==> src/rtl/lsu_ctrl.sv <==
// lsu_ctrl: load/store unit control. Accepts one decoded memory op from EXU,
// issues it as an aligned 8-byte bus beat, and returns the extended load data
// (or fault) to WBU. Optional misalignment fault: YSYX_23060251_LSU_MISALIGN_CHECK_EN.
module lsu_ctrl (
    input  logic        clk_i,
    input  logic        rst_i,
    input  logic        req_valid_i,
    output logic        req_ready_o,
    input  logic        ren_i,
    input  logic        wen_i,
    input  logic [63:0] addr_i,
    input  logic [63:0] wdata_i,
    input  logic [7:0]  mask_i,
    input  logic        is_load_signed_i,
    output logic        rsp_valid_o,
    input  logic        rsp_ready_i,
    output logic [63:0] rdata_o,
    output logic        err_o,
    output logic        mem_req_valid_o,
    input  logic        mem_req_ready_i,
    output logic        mem_wen_o,
    output logic [63:0] mem_addr_o,
    output logic [63:0] mem_wdata_o,
    output logic [7:0]  mem_wstrb_o,
    input  logic        mem_rsp_valid_i,
    input  logic [63:0] mem_rdata_i,
    input  logic        mem_rsp_err_i
);

    localparam logic [1:0] IDLE = 2'd0;
    localparam logic [1:0] REQ  = 2'd1;
    localparam logic [1:0] WAIT = 2'd2;
    localparam logic [1:0] RESP = 2'd3;

    logic [1:0]  state;
    logic [63:0] addr_q;
    logic [63:0] wdata_q;
    logic [7:0]  mask_q;
    logic        wen_q;
    logic        signed_q;
    logic [63:0] rdata_q;
    logic        err_q;

    logic [2:0]  off;
    logic [5:0]  shamt;
    logic [63:0] rd_shifted;
    logic [63:0] load_val;
    logic        op_single;
    logic        misalign;
    logic        in_req;
    logic        in_resp;

    assign off        = addr_q[2:0];
    assign shamt      = {off, 3'b000};
    assign rd_shifted = mem_rdata_i >> shamt;
    assign op_single  = ren_i ^ wen_i;
    assign in_req     = (state == REQ);
    assign in_resp    = (state == RESP);

`ifdef YSYX_23060251_LSU_MISALIGN_CHECK_EN
    // Address must be a multiple of the access size.
    always_comb begin
        misalign = 1'b0;
        case (mask_i)
            8'h03:   misalign = addr_i[0];
            8'h0F:   misalign = |addr_i[1:0];
            8'hFF:   misalign = |addr_i[2:0];
            default: misalign = 1'b0;
        endcase
    end
`else
    assign misalign = 1'b0;
`endif

    // Select the addressed lane from the bus beat and extend to 64 bits.
    always_comb begin
        load_val = rd_shifted;
        case (mask_q)
            8'h01: load_val = signed_q ? {{56{rd_shifted[7]}},  rd_shifted[7:0]}
                                       : {56'd0, rd_shifted[7:0]};
            8'h03: load_val = signed_q ? {{48{rd_shifted[15]}}, rd_shifted[15:0]}
                                       : {48'd0, rd_shifted[15:0]};
            8'h0F: load_val = signed_q ? {{32{rd_shifted[31]}}, rd_shifted[31:0]}
                                       : {32'd0, rd_shifted[31:0]};
            default: load_val = rd_shifted;
        endcase
    end

    // Request/response FSM with captured request and result registers.
    always_ff @(posedge clk_i) begin
        if (rst_i) begin
            state    <= IDLE;
            addr_q   <= '0;
            wdata_q  <= '0;
            mask_q   <= '0;
            wen_q    <= 1'b0;
            signed_q <= 1'b0;
            rdata_q  <= '0;
            err_q    <= 1'b0;
        end else begin
            case (state)
                IDLE: begin
                    if (req_valid_i) begin
                        addr_q   <= addr_i;
                        wdata_q  <= wdata_i;
                        mask_q   <= mask_i;
                        wen_q    <= wen_i;
                        signed_q <= is_load_signed_i;
                        rdata_q  <= '0;
                        if (op_single && !misalign) begin
                            err_q <= 1'b0;
                            state <= REQ;
                        end else begin
                            // no-op completes cleanly; ren&wen or misaligned faults
                            err_q <= op_single ? 1'b1 : (ren_i & wen_i);
                            state <= RESP;
                        end
                    end
                end
                REQ: begin
                    if (mem_req_ready_i) state <= WAIT;
                end
                WAIT: begin
                    if (mem_rsp_valid_i) begin
                        err_q   <= mem_rsp_err_i;
                        rdata_q <= (mem_rsp_err_i || wen_q) ? '0 : load_val;
                        state   <= RESP;
                    end
                end
                RESP: begin
                    if (rsp_ready_i) state <= IDLE;
                end
                default: state <= IDLE;
            endcase
        end
    end

    assign req_ready_o     = (state == IDLE);
    assign mem_req_valid_o = in_req;
    assign mem_wen_o       = in_req & wen_q;
    assign mem_addr_o      = in_req ? {addr_q[63:3], 3'b000} : '0;
    assign mem_wstrb_o     = (in_req && wen_q) ? (mask_q << off) : '0;
    assign mem_wdata_o     = in_req ? (wdata_q << shamt) : '0;
    assign rsp_valid_o     = in_resp;
    assign rdata_o         = in_resp ? rdata_q : '0;
    assign err_o           = in_resp & err_q;

endmodule

==> config.mk <==
export PLATFORM = sky130hd
export DESIGN_NAME = lsu_ctrl
export DESIGN_NICKNAME = d
export VERILOG_FILES = /design/src/rtl/lsu_ctrl.sv
export SDC_FILE = /design/constraint.sdc
export NUM_CORES = 1
export LEC_CHECK = 0
export BUFFER_PORTS_ARGS = -buffer_cell sky130_fd_sc_hd__buf_4
export CAP_MARGIN = 20
export CORE_ASPECT_RATIO = 1.5
export CORE_UTILIZATION = 40
export CTS_CLUSTER_DIAMETER = 60
export DETAILED_ROUTE_END_ITERATION = 16
export PLACE_DENSITY = 0.66
export SLEW_MARGIN = 20
export SYNTH_ARGS = -nofsm -noshare
export SYNTH_HDL_FRONTEND = slang
export SYNTH_SLANG_ARGS = --single-unit
==> constraint.sdc <==
create_clock -name clk_i -period 3.2 [get_ports clk_i]
set_input_delay 0.64 -clock clk_i [delete_from_list [all_inputs] [get_ports clk_i]]
set_output_delay 0.64 -clock clk_i [all_outputs]
set_load 0.01 [all_outputs]
After elaboration in Yosys (flattened, before gate mapping):

Cells that the tools add are included.

* bits in latches: 0
* bits in read-only memories: 0
* memory bits (writable): 0
* flip-flop bits (word level): 205
* logic and storage cells: 54
* memories: 0

* bitwise operators: 4
* eq/ne operators: 10
* magnitude comparators: 0
* shift-type cells: 3
* add/sub/neg operators: 0
* reductions and logical operators: 7
* divide/modulo/power cells: 0
* multiplexer cells: 22
* multiply operators: 0

Operators by type and width (number)
* $mux W64: 9
* $pmux W64 S3: 1
* $pmux W64 S2: 1
* $shl A64 B6 Y64: 1
* $shr A64 B6 Y64: 1
* $mux W2: 5
* $eq A8 B1 Y1 const B: 1
* $eq A8 B2 Y1 const B: 1
* $eq A8 B4 Y1 const B: 1
* $mux W8: 1
* $ne A2 B2 Y1 const B: 4
* $pmux W2 S4: 1
* $shl A8 B3 Y8: 1
* $eq A2 B2 Y1 const B: 2
* $reduce_and A4 Y1: 1
* $and A1 B1 Y1: 3
* $mux W1: 3
* $reduce_and A3 Y1: 1
* $eq A2 B1 Y1 const B: 1
* $logic_not A2 Y1: 1
* $pmux W1 S2: 1
* $reduce_and A2 Y1: 1
* $reduce_bool A2 Y1: 1
* $logic_and A1 B1 Y1: 1
* 2 further kinds: 2

Logic depth before layout (Yosys ltp):

* depth in word-level cells: 6
* depth in mapped cells: 10
* mapped depth without buffers: 7

Worst setup path before layout:

No wires, ideal clock.

* path type: register to output
* start point: register addr_q[0]
* end point: output mem_wstrb_o[7]
* required time: 2560 ps
* data arrival time: 1950 ps
* path slack: 610 ps
* path buffers: 6
* cell stages (with the launch flop): 11
* cell sequence: dfxtp_1 > buf_6 > buf_2 > buf_4 > buf_2 > clkbuf_1 > buf_2 > nand2_1 > o21ai_0 > mux2i_1 > nor2_1

* cells in the longest elaborated chain, start to end: 2

RTL lines
* start, declared: RTL line 36 `logic [63:0] addr_q;`
* start signal, assigned: RTL line 104 `addr_q <= addr_i;`
* $shl A8 B3 Y8: RTL line 142 `assign mem_wstrb_o = (in_req && wen_q) ? (mask_q << off) : '0;`
* $mux W8: RTL line 142
* end, declared: RTL line 24 `output logic [7:0] mem_wstrb_o,`

No other way between the ends.

Final worst setup path:

* start point: register addr_q[0]
* end point: output mem_wdata_o[53]

* cells in the longest elaborated chain, start to end: 2

RTL lines
* $shl A64 B6 Y64: RTL line 143 `assign mem_wdata_o = in_req ? (wdata_q << shamt) : '0;`
* $mux W64: RTL line 143
* end, declared: RTL line 23 `output logic [63:0] mem_wdata_o,`

No other way between the ends.

==> metrics <==
critical path class reg -> out; fin area 0.0162 mm2; final hold viol count 0; Final HPWL DP 33.1 mm; synth unique cells 50; # H-tree levels 1; IO Count 415; asr flop ratio synth 0%; initial antenna violation count 1; most frequent cell on the critical path buf_4; CP max-delay cell dfxtp_4; overall routing resource usage 28.9%; PnR worst setup slack 0.0594 ns; most used flip-flop cell after synthesis dfxtp_1; final WL 45.6 mm; Post-Syn Instances 1,454; share of the synthesized area in the top cell type 34.2%; Synth area leaders dfxtp_1 (34%), nand2_1 (11%), mux4_2 (10%), a21oi_1 (8.1%), and2_1 (7.6%); CTS Buf Count 23; maximum fanout along the worst path 21; initial DRC count 970; clk root buf clkbuf_16; clock skew 0.00801 ns; Pins Over Slew Limit 0; post-synth top area cell dfxtp_1; Final period util 98.1%; most common cell after layout, fill and taps aside buf_4; Max Freq 0.318 GHz; share of cells above drive strength 1 31.9%; actual slew at the worst max-slew pin 1.07 ns; syn avg cell area 8.24 um2; crit path launch type flop; fin crit period 3.14 ns; Clock Sinks 205; crit path cell chain nor2b_2, buf_4, nand2_1, o21ai_0, mux2i_1, nor2b_1, buf_4; Critical Path End Type output pin; area grow syn2layout 34.9%; drt pass-1 iters 7; Starting Density 40.7%; part of the Yosys area used for sequential elements 34.2%; Residual DRC 0; status finished clean; post-place setup slack 0.477 ns; Wirelength per Cell 20.6 um; Via-to-Cell Ratio 5.53; critical path's top delay family simple AND/OR/NAND/NOR gates; final net count 2,011; hold buffer count at CTS 0; Power Dens Cells 608 mW/mm2; # setup viols final 0; peak supply drop 420 uV; Post-synth EDFFs 0; FF+latch count, synth 205; Placed Area 0.0153 mm2; Post-DRT Antenna Nets 0; Yosys Warn Count 0; largest net degree at the start of global routing 93; TritonCTS clock tree done; die width 143 um; Worst-Skew Late Latency 0.52 ns; CP peak stage delay 0.57 ns; Overflow after GRT 0; vias in the first global route 11,826; CORE AREA 0.0295 mm2; first-pass GRT wire length 68.1 mm; die area 0.0307 mm2; Max Root-Sink Buffers 3; Clk pin slew, worst setup/hold paths 0.06 ns; Die Y 214 um; setup TNS 0 ns; max_cap viols 0; post-synthesis cell area 0.0120 mm2; WP data arrival 2.50 ns; buffers plus inverters on the worst setup path 2; Final GP Congestion 0.956; most frequent cells in the layout buf_4 (440), nand2_1 (336), dfxtp_1 (202), a21oi_1 (194), and2_1 (145); static leakage 6.91 nW; Worst Path Required 2.56 ns; Worst slew margin 28.8%; Final Hold Slack 0.363 ns; worst min path class in -> reg; row cnt 77; # port buffers 411; via count 12,218
-- stage by stage --
| step | std cells | util (%) | power (mW) |
|---|---|---|---|
| detailed placement | 2164 | 52.0 | 7.06 |
| finish | 2209 | 54.9 | 9.83 |
| global route | 2209 | 54.9 | 10.3 |
| CTS | 2206 | 54.6 | 9.83 |
| global placement | 2164 | 52.0 | 7.00 |
| floorplan | 1456 | - | 5.71 |
-- path summary, 6_finish.rpt --
check / startpoint / endpoint / slack, ns / cells past startpoint
min: addr_i[45] / addr_q[45] / 0.36 / 3
max reg2reg: addr_q[0] / rdata_q[51] / 0.50 / 7
max: addr_q[0] / mem_wdata_o[53] / 0.06 / 7
min reg2reg: addr_q[4] / addr_q[4] / 0.45 / 2
-- per-layer routing --
| layer | track usage [%] | wire length (um) |
|---|---|---|
| met5 | 0 | 0 |
| met4 | 14.7 | 2290 |
| met3 | 4.62 | 3250 |
| met2 | 52.1 | 23600 |
| met1 | 32.2 | 16400 |
-- kinds of logic (layout without fill, tap and decap cells) --
family,Yosys count,count (layout),share of synthesized area (%)
compound gates,333,333,17.6
other cells,1,4,0.0313
buf+inv,142,499,5.14
flops,205,205,34.2
simple gates,612,612,23.7
fa+ha+maj,5,5,0.522
mux,156,156,18.8
-- Yosys cell counts, types with 4 or more instances --
cell         n
mux4_2      53
dfxtp_1    205
o21ai_0     17
o22ai_1      6
a2bb2oi_1    5
mux2_2      20
a221o_1     16
nand2b_1     5
o2bb2ai_1   38
ha_1         5
nor2b_1     30
inv_1        9
a211oi_1    10
clkbuf_1    87
and2_1     146
buf_1        8
a211o_1      7
a21oi_1    194
nor2_1      68
a31oi_1      6
a22oi_1     10
buf_4        5
buf_2       27
mux2i_1     83
nand2_1    337
buf_6        4
a22o_1       9
and3_1      12
-- area by class of cell --
type,count,area (um2)
Antenna cell,1,2.50
Clock buffer,30,632
Clock inverter,12,139
Fill cell,2831,13300
Inverter,11,41.3
Multi-Input combinational cell,1109,7310
Sequential cell,205,4120
Tap cell,395,494
Timing Repair Buffer,446,3440
-- timing repair --
item / CTS / global route
resized for setup: 0 / 2
setup endpoints to repair: 0 / 13
buffers inserted: 0 / 1
-- report_power, final --
group          leakage (nW)  switching, mW  internal, mW
combinational          4.84           2.16          1.57
sequential             1.67          0.412          2.94
clock                 0.388           1.11          1.64
total                  6.91           3.68          6.15
-- tightest hold or removal path, delay by kind of cell --
kind / cells / cell delay, ns
buffers and inverters: 1 / 0.11
AND/OR/NAND/NOR: 1 / 0.04
AO/OA/AOI/OAI: 1 / 0.05
-- registers in the layout (all words and copies together), names as in the netlist --
name and count:
addr_q 64, err_q 1, mask_q 8, rdata_q 64, signed_q 1, state 2
wdata_q 64, wen_q 1
Power figures use the tool's default switching activity.
